===== src/rtl/dpwm_comparador_tm.sv =====
// Duty comparator stage of the progressive DPWM: double-buffered duty setpoint,
// complementary high/low-side drive with dead time between every side change.
module dpwm_comparador_tm #(
    parameter int CUENTA_MAX = 1000,
    parameter int DT_CICLOS  = 1
) (
    input  logic       CLK,
    input  logic       reset,
    input  logic [9:0] cuenta,
    input  logic       enable,
    input  logic [9:0] duty,
    input  logic       duty_load,
    output logic       pwm_h,
    output logic       pwm_l,
    output logic [9:0] duty_activo,
    output logic       periodo_fin,
    output logic       duty_err
);

    // state   | meaning
    // APAGADO | disabled, both outputs low
    // MUERTO  | dead time running, both outputs low
    // ALTO    | high side on
    // BAJO    | low side on
    typedef enum logic [1:0] {APAGADO, MUERTO, ALTO, BAJO} estado_t;

    localparam logic [9:0] CMAX   = 10'(CUENTA_MAX);
    localparam logic [3:0] DT_INI = 4'(DT_CICLOS - 1);

    estado_t    estado;
    logic [3:0] dt_cnt;
    logic [9:0] duty_pend;
    logic       pend_valid;
    logic       fin;
    logic       req;
    logic       satura;

    assign fin    = (cuenta == CMAX);
    assign req    = enable && (cuenta < duty_activo);
    assign satura = (duty > CMAX);

    // A load coinciding with the wrap edge transfers the old pending value and stays pending.
    always_ff @(posedge CLK or posedge reset) begin
        if (reset) begin
            duty_pend   <= '0;
            pend_valid  <= 1'b0;
            duty_activo <= '0;
            periodo_fin <= 1'b0;
            duty_err    <= 1'b0;
        end else begin
            periodo_fin <= fin;
            if (fin && pend_valid) begin
                duty_activo <= duty_pend;
            end
            if (duty_load) begin
                duty_pend  <= satura ? CMAX : duty;
                pend_valid <= 1'b1;
                duty_err   <= satura;
            end else begin
                duty_err <= 1'b0;
                if (fin) begin
                    pend_valid <= 1'b0;
                end
            end
        end
    end

    // Dead-time timer counts down from DT_CICLOS-1; the decision is taken at terminal count.
    always_ff @(posedge CLK or posedge reset) begin
        if (reset) begin
            estado <= APAGADO;
            dt_cnt <= '0;
            pwm_h  <= 1'b0;
            pwm_l  <= 1'b0;
        end else if (!enable) begin
            estado <= APAGADO;
            pwm_h  <= 1'b0;
            pwm_l  <= 1'b0;
        end else begin
            case (estado)
                APAGADO: begin
                    estado <= MUERTO;
                    dt_cnt <= DT_INI;
                    pwm_h  <= 1'b0;
                    pwm_l  <= 1'b0;
                end
                MUERTO: begin
                    if (dt_cnt == 4'd0) begin
                        if (req) begin
                            estado <= ALTO;
                            pwm_h  <= 1'b1;
                            pwm_l  <= 1'b0;
                        end else begin
                            estado <= BAJO;
                            pwm_h  <= 1'b0;
                            pwm_l  <= 1'b1;
                        end
                    end else begin
                        dt_cnt <= dt_cnt - 4'd1;
                    end
                end
                ALTO: begin
                    if (!req) begin
                        estado <= MUERTO;
                        dt_cnt <= DT_INI;
                        pwm_h  <= 1'b0;
                        pwm_l  <= 1'b0;
                    end
                end
                BAJO: begin
                    if (req) begin
                        estado <= MUERTO;
                        dt_cnt <= DT_INI;
                        pwm_h  <= 1'b0;
                        pwm_l  <= 1'b0;
                    end
                end
                default: begin
                    estado <= APAGADO;
                    pwm_h  <= 1'b0;
                    pwm_l  <= 1'b0;
                end
            endcase
        end
    end

endmodule


===== config.mk =====
export PLATFORM = sky130hd
export DESIGN_NAME = dpwm_comparador_tm
export DESIGN_NICKNAME = d
export VERILOG_FILES = /design/src/rtl/dpwm_comparador_tm.sv
export SDC_FILE = /design/constraint.sdc
export NUM_CORES = 1
export LEC_CHECK = 0
export CORE_MARGIN = 4
export CORE_UTILIZATION = 45
export CTS_CLUSTER_DIAMETER = 150
export DETAILED_ROUTE_END_ITERATION = 10
export PLACE_DENSITY = 0.7
export SYNTH_ARGS = -nofsm -noshare
export SYNTH_HDL_FRONTEND = slang
export SYNTH_SLANG_ARGS = --single-unit

===== constraint.sdc =====
create_clock -name CLK -period 2.5 [get_ports CLK]
set_input_delay 0.75 -clock CLK [delete_from_list [all_inputs] [get_ports CLK]]
set_output_delay 0.75 -clock CLK [all_outputs]
set_load 0.01 [all_outputs]

==> results by group, run 1 <==
Outcome
  – Status: finished clean

Flow run
  – Max-Cap Viols: 0

Yosys
  – Syn nets: 192
  – Mapped Avg Cell Area: 10.58 sq um
  – Seq/Total Area, Yosys: 46.69%
  – Number of synthesized register bits: 31
  – Top-count cell post-synth: dfrtp_1
  – Mapped Area: 1662 sq um
  – Synthesis Warnings: 0
  – Post-synth EDFFs: 0
  – Largest area contributor in the netlist: dfrtp_1
  – Most frequent cells after synthesis: dfrtp_1 (31), inv_1 (16), mux2_2 (13), nor2_1 (13), ha_1 (11)
  – Post-synthesis cell type count: 36
  – Predominant post-synthesis flop cell: dfrtp_1
  – Ys async rst share: 100.0%
  – Cells after synthesis: 157
  – Top cell type's share of synthesized area: 46.69%
  – Synth top area cells: dfrtp_1 (47%), mux2_2 (8.8%), ha_1 (8.3%)

STA
  – Final Hold Viols: 0
  – Tmin final: 2.463 ns
  – Final Max Slew Viols: 0
  – Highest clock rate: 406.0 MHz
  – Worst-margin pin slew: 0.5220 ns
  – Setup violators final: 0
  – Slew headroom: 64.93%
  – Hold Slack: 0.5105 ns
  – Final Skew: 0.005931 ns
  – Period Utilization, post-route: 98.51%

Critical path
  – Element type at the critical path end: register
  – Reg2Reg Depth: 8
  – Startpoint Class: input pin
  – CP required: 2.67 ns
  – CP Class: input pin to register
  – R2R Path End: dt_cnt[1]
  – Worst Path Arrival: 2.64 ns
  – Critical Path Fanout Max: 4
  – R2R setup slack: 0.32 ns
  – RR Startpoint: duty_activo[7]

Clocking
  – Htree depth: 2
  – CTS max path bufs: 2
  – CTS Hold Bufs: 0
  – Worst-Skew Late Latency: 0.28 ns
  – CTS buffer count: 5
  – Root Driver: clkbuf_8
  – CTS tree: done
  – Clock net sink count: 31
  – Clock Pin Slew Worst Setup and Hold Paths: 0.08 ns

GRT
  – Total global-route track usage: 17.25%
  – Number of global-route vias before repair: 1384
  – Grt ovf: 0
  – Initial antenna violation count: 0
  – Wire length of the first global-routing pass: 6009 um
  – Largest net degree at the start of global routing: 32

Finish
  – Area Growth Syn to Fin: 41.87%
  – Nets: 243
  – # diodes: 0
  – Post-layout util: 68.48%
  – Ratio of cells with drive above 1 in the final layout: 23.44%
  – Fillers: 286

Power
  – Pwr dens: 612.0 nW/um^2
  – Leak pwr: 0.001038 uW
  – Peak VDD IR: 0.4461 mV

Die
  – Core Rows: 21
  – Core Area: 3442 sq um
  – Die height: 68.77 um
  – Io pins: 38
  – Die ar.: 4729 sq um
  – Initial Util: 48.27%
  – Die extent in x: 68.77 um

Hold path
  – Hold WC Path Type: register to register
  – WHS Endpoint: duty_activo[3]
  – Cell count of the worst hold path: 1
  – Hold Path Origin: duty_pend[3]

Drt
  – Vias/cell: 5.369
  – Routed WL: 3726 um
  – Drt first-iter violations: 62
  – TritonRoute pass-1 iters: 4
  – Wire length per cell: 14.61 um
  – Post-DRT Antenna Nets: 0
  – Number of remaining DRC errors: 0
  – Vias: 1369

Placed design
  – Routability Congestion: 0.8541
  – Final HPWL DP: 2764 um
  – Port Buf Inserts: 37
power by group:
part / leakage [uW] / internal, uW / total [uW] / switching [uW]
sequential: 0.000398 / 562 / 620 / 58.1
combinational: 0.000599 / 208 / 415 / 208
clock: 0.0000408 / 199 / 407 / 208
total: 0.00104 / 968 / 1440 / 474
logic make-up (layout without fill, tap and decap cells):
family	count (synthesis)	count (layout)	share of synthesized area [%]
AO/OA/AOI/OAI	24	24	10.24
adder cells (fa/ha/maj)	11	11	8.283
buffers and inverters	18	70	4.141
flip-flops	31	31	46.69
multiplexers	18	18	12.12
AND/OR/NAND/NOR	55	55	18.52
placed cells by master (no fill, tap or decap), types with 2 or more instances in the layout:
cell type	netlist	final
a21oi_1	4	4
nor3b_1	2	2
clkbuf_8	0	5
ha_4	0	4
nor3_1	3	3
dlymetal6s2s_1	0	2
nand4_1	3	3
nand3_1	7	7
inv_1	16	16
dfrtp_1	31	31
nand2_1	10	10
a31oi_1	2	2
nor3_4	1	2
nor2_1	13	13
o211ai_1	3	3
dlygate4sd2_1	0	4
a21o_1	2	2
buf_4	0	8
ha_2	0	2
nand2b_1	3	3
nor2b_1	3	3
or3_1	4	3
clkdlybuf4s50_1	0	31
mux2_2	13	13
a211o_1	2	2
a211oi_2	1	2
clkinvlp_4	0	2
o21ai_0	3	2
ha_1	11	5
or3_4	1	2
mux2i_1	4	4
per-stage QoR:
| stage | instance area (sq um) | worst slack (ns) | TNS, ns | power (uW) | instances |
|---|---|---|---|---|---|
| 5_1_grt | 2357 | -0.01787 | -0.01787 | 1538 | 255 |
| 6_report | 2357 | 0.03716 | 0 | 1443 | 255 |
| 3_5_place_dp | 2153 | -0.3794 | -2.181 | 1015 | 246 |
| 2_1_floorplan | 1662 | 0.1541 | 0 | 876.4 | 157 |
| 4_1_cts | 2298 | 0.01453 | 0 | 1429 | 255 |
| 3_3_place_gp | 2153 | -0.3394 | -1.927 | 998.0 | 246 |
final cells by class:
cell class / count / area (sq um) / share of cell area (%)
well taps: 46 / 57.56 / 2.442
clock buffers: 5 / 68.82 / 2.919
inverters: 16 / 60.06 / 2.548
multi-input cells: 108 / 920.9 / 39.07
repair buffers: 46 / 450.4 / 19.11
flip-flops and latches: 31 / 775.7 / 32.91
clock inverters: 3 / 23.77 / 1.008
layer usage:
| metal | wire length, um | GRT usage [%] | up-vias |
|---|---|---|---|
| li1 | - | - | 656 |
| met5 | 0 | 0 | - |
| met4 | 25 | 7.056 | 0 |
| met2 | 1986 | 30.51 | 30 |
| met3 | 159 | 4.700 | 2 |
| met1 | 1555 | 19.49 | 681 |
what timing repair did:
| action | in CTS | in global routing |
|---|---|---|
| setup endpoints to repair | 4 | 4 |
| setup buffers | 1 | 0 |
| pin swaps | 9 | 4 |
| resized for setup | 13 | 8 |
worst max path at each step:
stage,startpoint,endpoint,slack [ns],cells after the start
detailed placement,cuenta[7],dt_cnt[1],-0.38,8
finish,cuenta[5],dt_cnt[1],0.04,8
floorplan,cuenta[7],dt_cnt[1],0.15,7
CTS,cuenta[9],dt_cnt[1],0.01,8
global placement,cuenta[7],dt_cnt[1],-0.34,8
global route,cuenta[5],dt_cnt[1],-0.02,7
sequential cells by signal, indices dropped and copies added, names as in the netlist:
signal,flops
pend_valid,1
duty_activo,10
estado,2
duty_err,1
periodo_fin,1
duty_pend,10
pwm_h,1
pwm_l,1
dt_cnt,4
worst max-delay path, stage by stage:
cell             delay, ns
clkdlybuf4s50_1       0.43
ha_1                  0.34
inv_1                 0.08
a211oi_2              0.05
or3_4                 0.38
nor3_4                0.24
nor2_4                0.06
mux2_4                0.29
No activity file was read; power rests on OpenSTA's default activity.
==> inputs of run 2 (changes only) <==
--- a/config.mk
+++ b/config.mk
@@ -5,11 +5,14 @@
 export SDC_FILE = /design/constraint.sdc
 export NUM_CORES = 1
 export LEC_CHECK = 0
+export ABC_AREA = 1
+export CORE_ASPECT_RATIO = 0.8
 export CORE_MARGIN = 4
 export CORE_UTILIZATION = 45
 export CTS_CLUSTER_DIAMETER = 150
 export DETAILED_ROUTE_END_ITERATION = 10
-export PLACE_DENSITY = 0.7
+export PLACE_DENSITY = 0.69
+export SLEW_MARGIN = 20
 export SYNTH_ARGS = -nofsm -noshare
 export SYNTH_HDL_FRONTEND = slang
 export SYNTH_SLANG_ARGS = --single-unit
==> results by group, run 2 <==
Power
  – Leak pwr: 0.001134 uW
  – Pwr dens: 647.3 nW/um^2
  – Clock share of power: 32.1%
  – Share of power burned in registers: 40.3%
  – Peak VDD IR: 0.3202 mV
  – Comb pwr share: 27.5%
  – Pint: 1042 uW
  – Net switching fraction of the power: 31.42%
  – Psw: 477.3 uW
  – Tot Pwr: 1519 uW

Yosys
  – Largest area contributor in the netlist: dfrtp_1
  – Top cell type's share of synthesized area: 44.03%
  – Main combinational cell family by area after synthesis: simple AND/OR/NAND/NOR gates
  – XOR/XNOR share of the synthesized area: 0.4972%
  – Mux cell area share after synthesis: 0%
  – Mapped Avg Cell Area: 8.511 sq um
  – Cells after synthesis: 207
  – Synth Area in Adders: 7.813%
  – Most frequent cells after synthesis: nand2_1 (45), inv_1 (42), dfrtp_1 (31)
  – Seq/Total Area, Yosys: 44.03%
  – Compound-Gate Fraction of Synth Area: 11.93%
  – Mapped Area: 1762 sq um
  – Predominant post-synthesis flop cell: dfrtp_1
  – Top-count cell post-synth: nand2_1
  – Synth top area cells: dfrtp_1 (44%), nand2_1 (9.6%), inv_1 (8.9%)
  – Number of synthesized register bits: 31
  – Ys async rst share: 100.0%
  – Synthesis Warnings: 0
  – Post-synthesis cell type count: 28
  – Post-synth EDFFs: 0
  – Syn nets: 242
  – Simple-gate share of the synthesized area: 25.50%

Critical path
  – Element type at the critical path end: register
  – WP depth: 12
  – R2R Path End: dt_cnt[1]
  – Most used cell along the critical path: nand2_1
  – WP buf/inv: 3
  – Startpoint Class: input pin
  – CP endpoint: dt_cnt[1]
  – CP cell instances: clkdlybuf4s50_1, ha_1, nand2_1, inv_1, nand2_1, nand2_1, a21oi_4, buf_4, nand4_4, nand3_2, nand2_1, nand2_1
  – Worst Path Arrival: 2.48 ns
  – CP Class: input pin to register
  – CP peak stage delay: 0.43 ns
  – Critical Path Fanout Max: 9
  – CP required: 2.72 ns
  – RR Startpoint: duty_activo[5]
  – Worst path slowest cell: clkdlybuf4s50_1
  – CP delay by family, top: simple AND/OR/NAND/NOR gates
  – R2R setup slack: 0.73 ns
  – Reg2Reg Depth: 12
  – Worst Setup SP: cuenta[5]

Clocking
  – Post-CTS Resized: 0
  – Clock Pin Slew Worst Setup and Hold Paths: 0.06 ns
  – CTS Hold Bufs: 0
  – Post-CTS Setup Bufs: 0
  – Worst-Skew Late Latency: 0.29 ns
  – Root Driver: clkbuf_8
  – CTS buffer count: 5
  – Htree depth: 2
  – Clock net sink count: 31
  – CTS tree: done
  – CTS max path bufs: 2

Finish
  – Area Growth Syn to Fin: 33.24%
  – Final instance area: 2347 sq um
  – Multi-input gate area: 805.8 sq um
  – Commonest cells after routing, fill and taps aside: nand2_1 (45), inv_1 (42), clkdlybuf4s50_1 (37)
  – Ratio of cells with drive above 1 in the final layout: 15.23%
  – Biggest regs: duty_activo (10), duty_pend (10), dt_cnt (4)
  – FF+latch area: 775.7 sq um
  – Nets: 290
  – Most common cell after layout, fill and taps aside: nand2_1
  – Fillers: 330
  – Post-layout util: 62.12%
  – # diodes: 0

Outcome
  – Status: finished clean

Drt
  – Post-DRT Antenna Nets: 0
  – Routed WL: 3400 um
  – Vias/cell: 4.563
  – M1 WL: 1767 um
  – Max Used Layer: met4
  – Number of remaining DRC errors: 0
  – TritonRoute pass-1 iters: 4
  – Met3 wire len: 212 um
  – Wire length per cell: 10.93 um
  – Vias: 1419
  – DR WL met2: 1363 um
  – Drt first-iter violations: 102

Die
  – Core Area: 3779 sq um
  – Core Rows: 20
  – Die extent in x: 77.96 um
  – Io pins: 38
  – Die ar.: 4986 sq um
  – Initial Util: 46.62%
  – Die height: 63.97 um

STA
  – Slew headroom: 72.00%
  – Highest clock rate: 442.4 MHz
  – Final Skew: 0.006525 ns
  – Final WS setup: 0.2396 ns
  – Worst-margin pin slew: 0.4200 ns
  – Final Max Slew Viols: 0
  – Hold Slack: 0.4734 ns
  – Period Utilization, post-route: 90.42%
  – Setup violators final: 0
  – Tmin final: 2.260 ns
  – RSZ-0062 raised after global routing: no
  – Final Hold Viols: 0

Flow run
  – Max-Cap Viols: 0

GRT
  – Total global-route track usage: 14.76%
  – Wire length of the first global-routing pass: 5809 um
  – Largest net degree at the start of global routing: 32
  – Initial antenna violation count: 0
  – Number of global-route vias before repair: 1256
  – Grt ovf: 0

Placed design
  – Placed cell areas: 2235 sq um
  – Routability Congestion: 0.8195
  – Port Buf Inserts: 37
  – Final HPWL DP: 2654 um
  – Setup slack at placement: -0.05860 ns

Hold path
  – Hold Path Origin: pwm_h
  – Hold WC Path Type: register to register
-- run 2: logic make-up after synthesis --
group,Yosys count
compound gates,30
xor+xnor,1
fa+ha+maj,11
buf+inv,46
flops,31
simple gates,88
-- run 2: cell type report --
cell class / instances / area share, %
Clock buffer: 5 / 2.932
Clock inverter: 3 / 1.866
Inverter: 43 / 6.876
Multi-Input combinational cell: 130 / 34.33
Sequential cell: 31 / 33.05
Tap cell: 55 / 2.932
Timing Repair Buffer: 44 / 18.02
-- run 2: worst min path at each step --
| stage | to | depth (start not counted) |
|---|---|---|
| after global routing | pwm_h | 2 |
| after detailed placement | pwm_l | 2 |
| after CTS | pwm_l | 2 |
| after floorplan | estado[1] | 2 |
| final | pwm_h | 2 |
| after global placement | pwm_h | 2 |
-- run 2: per-layer routing --
metal  up-vias  track usage [%]
met5         -                0
li1        760                -
met2        34            20.41
met1       618            21.07
met3         7            5.070
met4         0            5.677
-- run 2: worst min-delay path, cell delays in order (launching register included) --
cell	delay [ns]
dfrtp_1	0.34
nand2_1	0.05
nand2_1	0.05
-- run 2: power groups by stage --
stage	combinational [uW]	clock, uW	sequential (uW)
3_3_place_gp	412	0	619
2_1_floorplan	286	0	614
4_1_cts	419	502	611
5_1_grt	477	529	622
3_5_place_dp	418	0	619
6_report	418	488	613
-- run 2: per-stage QoR --
stage | std cells | setup TNS, ns
floorplan | 207 | 0
global route | 311 | 0
CTS | 311 | 0
finish | 311 | 0
detailed placement | 303 | -0.3832
global placement | 303 | -0.1337
==> RTL change 1 (settings of run 1) <==
Add an input register stage for `cuenta`; this delays it by one clock. The other inputs are not delayed to match.
--- a/src/rtl/dpwm_comparador_tm.sv
+++ b/src/rtl/dpwm_comparador_tm.sv
@@ -27,6 +27,12 @@
     localparam logic [9:0] CMAX   = 10'(CUENTA_MAX);
     localparam logic [3:0] DT_INI = 4'(DT_CICLOS - 1);
 
+    logic [9:0] cuenta_q;
+
+    always_ff @(posedge CLK) begin
+        cuenta_q <= cuenta;
+    end
+
     estado_t    estado;
     logic [3:0] dt_cnt;
     logic [9:0] duty_pend;
@@ -35,8 +41,8 @@
     logic       req;
     logic       satura;
 
-    assign fin    = (cuenta == CMAX);
-    assign req    = enable && (cuenta < duty_activo);
+    assign fin    = (cuenta_q == CMAX);
+    assign req    = enable && (cuenta_q < duty_activo);
     assign satura = (duty > CMAX);
 
     // A load coinciding with the wrap edge transfers the old pending value and stays pending.
Function: changed (a bounded check fails within 4 cycles, from zero or initial values and one cycle with reset high).
==> RTL change 1 against run 1 <==
  * Critical path depth fell by 2
  * Sequential cell count increased by 10
  * Die area rose by 13%
  * Routed wire length increased by 11%
  * Area after synthesis up 15%
  * Final area rose by 3.9%
  * Worst setup slack better by 0.40 ns
  * Register-to-register slack gained 0.12 ns
  * Highest routed layer is now met3
Power is not compared: it rests on default switching activity, and its combinational part moved more than twofold at a synthesized area within 25%.
==> RTL change 1: results (changes against run 1) <==
status - completed (unchanged)
hpwl dp - 3230 um (was 2760 um)
clk_skew - 0.00218 ns (was 0.00593 ns)
average routed wire per standard cell - 15.7 um (was 14.6 um)
Setup Fix Bufs, Post-CTS - 0 (was 1)
first-pass GRT wire length - 7020 um (was 6010 um)
# rows - 23 (was 21)
worst-path fanout max - 10 (was 4)
post-synthesis sequential area ratio - 0.510 (was 0.467)
routability cong. - 0.873 (was 0.854)
layout cell share with drive strength beyond 1 - 0.137 (was 0.234)
nets@finish - 245 (was 243)
Syn Nets - 204 (was 192)
crit-path max cell delay - 0.39 ns (was 0.43 ns)
vias in the first global route - 1510 (was 1384)
CP max stage cell - dfrtp_1 (was clkdlybuf4s50_1)
cell family with most CP delay - compound AO/OA/AOI/OAI gates (was simple AND/OR/NAND/NOR gates)
Rel. slew slack - 0.663 (was 0.649)
Cell variety after synth - 47 (was 36)
ranking of synthesized cells by area - dfrtp_1 41%, dfxtp_1 10%, mux2_2 7.1% (was dfrtp_1 47%, mux2_2 8.8%, ha_1 8.3%)
top post-synthesis cells by count - 31 x dfrtp_1, 16 x inv_1, 12 x mux2_2, 12 x nor2_1 (was 31 x dfrtp_1, 16 x inv_1, 13 x mux2_2, 13 x nor2_1, 11 x ha_1)
Worst Path Arrival - 2.23 ns (was 2.64 ns)
biggest registers after layout - cuenta_q (10), duty_activo (10), duty_pend (10) (was duty_activo (10), duty_pend (10), dt_cnt (4))
Iter 0 DRT Violations - 64 (was 62)
ys async rst share - 0.756 (was 1.00)
-- RTL change 1: cell count changes after synthesis, sizes merged, moves of 3 or more --
cell    change
dfxtp      +10
or3         -4
clkbuf      +3
nand3       -3
nor3        -3
o21a        +3
-- RTL change 1: where the power goes --
group | leakage (nW) | internal, W | switching [W]
Clock | 0.0585 | 0.000326 | 0.000221
Combinational | 0.516 | 0.0000913 | 0.0000744
Sequential | 0.486 | 0.000694 | 0.0000281
-- RTL change 1: per-stage QoR --
stage               instance area (um^2)  instances   util  worst slack, ns
floorplan                           1910        170      -            0.578
global placement                    2330        254  0.575            0.321
detailed placement                  2330        254  0.575            0.222
CTS                                 2450        262  0.603            0.427
global route                        2450        262  0.603            0.260
finish                              2450        262  0.603            0.440
-- RTL change 1: path summary, 6_finish.rpt --
check,start,slack [ns],cells after the start,to
min in group asynchronous,reset,0.84,3,periodo_fin
hold / removal,duty_pend[8],0.51,1,duty_activo[8]
max in group asynchronous,reset,1.38,3,duty_activo[3]
hold reg to reg,duty_pend[8],0.51,1,duty_activo[8]
setup / recovery,duty_activo[9],0.44,6,dt_cnt[3]
setup reg to reg,duty_activo[9],0.44,6,dt_cnt[3]
-- RTL change 1: per-layer routing --
| layer | track usage | vias to the layer above | part of all wire |
|---|---|---|---|
| met4 | 0.0430 | 0 | 0 |
| met5 | 0 | - | 0 |
| met1 | 0.206 | 697 | 0.42 |
| met3 | 0.0441 | 0 | 0.047 |
| li1 | - | 678 | - |
| met2 | 0.297 | 37 | 0.53 |
-- RTL change 1: cells by family after synthesis --
kind of cell / after synthesis / synth area share
simple gates: 49 / 0.144
flops: 41 / 0.510
fa+ha+maj: 10 / 0.0654
buf+inv: 21 / 0.0458
compound gates: 32 / 0.137
mux: 17 / 0.0975
-- RTL change 1: layout make-up --
| class | instances | area share |
|---|---|---|
| clock buffer | 7 | 0.0353 |
| clock inverter | 1 | 0.0123 |
| inverter | 16 | 0.0245 |
| multi-input combinational | 108 | 0.346 |
| sequential | 41 | 0.399 |
| tap | 50 | 0.0255 |
| timing repair buffer | 39 | 0.157 |
==> RTL change 2 (flow settings as in run 1) <==
Made on the original files. `CUENTA_MAX`: 1000 -> 500.
--- a/src/rtl/dpwm_comparador_tm.sv
+++ b/src/rtl/dpwm_comparador_tm.sv
@@ -1,7 +1,7 @@
 // Duty comparator stage of the progressive DPWM: double-buffered duty setpoint,
 // complementary high/low-side drive with dead time between every side change.
 module dpwm_comparador_tm #(
-    parameter int CUENTA_MAX = 1000,
+    parameter int CUENTA_MAX = 500,
     parameter int DT_CICLOS  = 1
 ) (
     input  logic       CLK,
Formal check against the unedited RTL: not equivalent (a bounded check fails within 4 cycles, from zero or initial values and one cycle with reset high).
==> RTL change 2 against run 1 <==
  * Global-route usage rose by 0.36 points
  * Area after synthesis rose by 1.6%
  * Routed wire length rose by 5.2%
  * Final cell count rose by 1.2%
  * Sequential cell count did not move
  * Worst setup slack improved by 0.072 ns
  * Register-to-register slack improved by 0.28 ns
  * Final area fell by 5.0%
  * Fmax rose by 3.0%
Power is not compared: it rests on default switching activity, and its combinational part moved more than twofold at a synthesized area within 25%.
==> RTL change 2: results (changes against run 1) <==
# fillers - 298 (was 286)
cell family with most CP delay - compound AO/OA/AOI/OAI gates (was simple AND/OR/NAND/NOR gates)
crit-path max cell delay - 0.44 ns
adder-cell area share of the yosys netlist - 0.0815 (was 0.0828)
hold crit path type - reg -> reg (unchanged)
hpwl dp - 3010 um (was 2760 um)
Setup WS pre-CTS - -0.146 ns (was -0.379 ns)
Cell variety after synth - 40 (was 36)
largest net degree at the start of global routing - 32 (unchanged)
Synth Area in XOR/XNOR - 0 (unchanged)
Leak Pwr - 0.973 nW
nets@finish - 246 (was 243)
DRT Pass-1 Iters - 4 (unchanged)
Syn Nets - 201 (was 192)
first-pass GRT wire length - 6830 um (was 6010 um)
CP max stage cell - clkdlybuf4s50_1 (unchanged)
maximum VDD drop - 0.000339 V
routability cong. - 0.818 (was 0.854)
Iter 0 DRT Violations - 73 (was 62)
top post-synthesis cells by count - 31 x dfrtp_1, 17 x inv_1, 11 x a21oi_1, 11 x ha_1, 11 x nor2_1 (was 31 x dfrtp_1, 16 x inv_1, 13 x mux2_2, 13 x nor2_1, 11 x ha_1)
Rel. slew slack - 0.672 (was 0.649)
layout cell share with drive strength beyond 1 - 0.151 (was 0.234)
H-Tree Level Count - 2 (unchanged)
mux contribution to synthesized area - 0.0556 (was 0.121)
CTS buffer count - 5 (unchanged)
Gate power share - 0.161
clk_skew - 0.00585 ns (was 0.00593 ns)
post-synthesis sequential area ratio - 0.460 (was 0.467)
average routed wire per standard cell - 15.2 um (was 14.6 um)
Setup Fix Bufs, Post-CTS - 0 (was 1)
vias in the first global route - 1449 (was 1384)
Vias/cell - 5.56 (was 5.37)
biggest registers after layout - duty_activo (10), duty_pend (10), dt_cnt (4) (unchanged)
status - completed (unchanged)
Clock Latency Late Sink - 0.28 ns (about the same)
root buffer cell - clkbuf_8 (unchanged)
yosys warns - 0 (unchanged)
initial antenna violation count - 0 (unchanged)
worst-path fanout max - 9 (was 4)
pwr dens - 492 nW/um^2
clock power share - 0.348
Post-CTS Resized - 0 (was 13)
GRT Overall Usage - 0.176 (was 0.172)
port bufs - 37 (unchanged)
Compound-Gate Fraction of Synth Area - 0.185 (was 0.102)
Clock Pin Slew Worst Setup and Hold Paths - 0.07 ns
diode count - 0 (unchanged)
ys async rst share - 1.00 (unchanged)
internal power - 0.000812 W
ranking of synthesized cells by area - dfrtp_1 46%, ha_1 8.2%, inv_1 3.8% (was dfrtp_1 47%, mux2_2 8.8%, ha_1 8.3%)
Max Root-Sink Buffers - 2 (unchanged)
## RTL change 2: cell types whose count changed after synthesis, moves of 3 or more
cell             run 1  this run
mux2_2              13         3
mux2i_1              4         0
o22a_1               0         4
or3_1                4         0
a31oi_1              2         5
mux2_4               1         4
o21ai_0              3         7
a21oi_1              4        11
clkbuf_1             0         5
## RTL change 2: final cells by class
class | instances | area share
Multi-Input combinational cell | 111 | 0.363
Sequential cell | 31 | 0.347
Timing Repair Buffer | 45 | 0.198
Clock buffer | 6 | 0.0324
Inverter | 17 | 0.0285
Tap cell | 46 | 0.0257
Clock inverter | 2 | 0.00559
## RTL change 2: metrics by stage
step	cell area (um^2)	utilization	cells
2_1_floorplan	1690	-	166
4_1_cts	2240	0.645	258
6_report	2240	0.645	258
3_3_place_gp	2150	0.621	250
5_1_grt	2240	0.645	258
3_5_place_dp	2150	0.621	250
## RTL change 2: worst paths after layout
check                                from              to  slack (ns)  cells after the start
setup / recovery                cuenta[3]       dt_cnt[3]        0.11                      7
hold / removal               duty_pend[9]  duty_activo[9]        0.50                      1
max in group asynchronous           reset    duty_pend[3]        1.35                      3
min in group asynchronous           reset      pend_valid        0.85                      3
hold reg to reg              duty_pend[9]  duty_activo[9]        0.50                      1
setup reg to reg           duty_activo[5]       dt_cnt[3]        0.60                      7
## RTL change 2: metal layers
metal / GRT usage / vias up / share of wire
met4: 0.0456 / 0 / 0.010
met2: 0.270 / 38 / 0.47
met1: 0.243 / 708 / 0.46
met3: 0.0522 / 6 / 0.059
li1: - / 682 / -
met5: 0 / - / 0
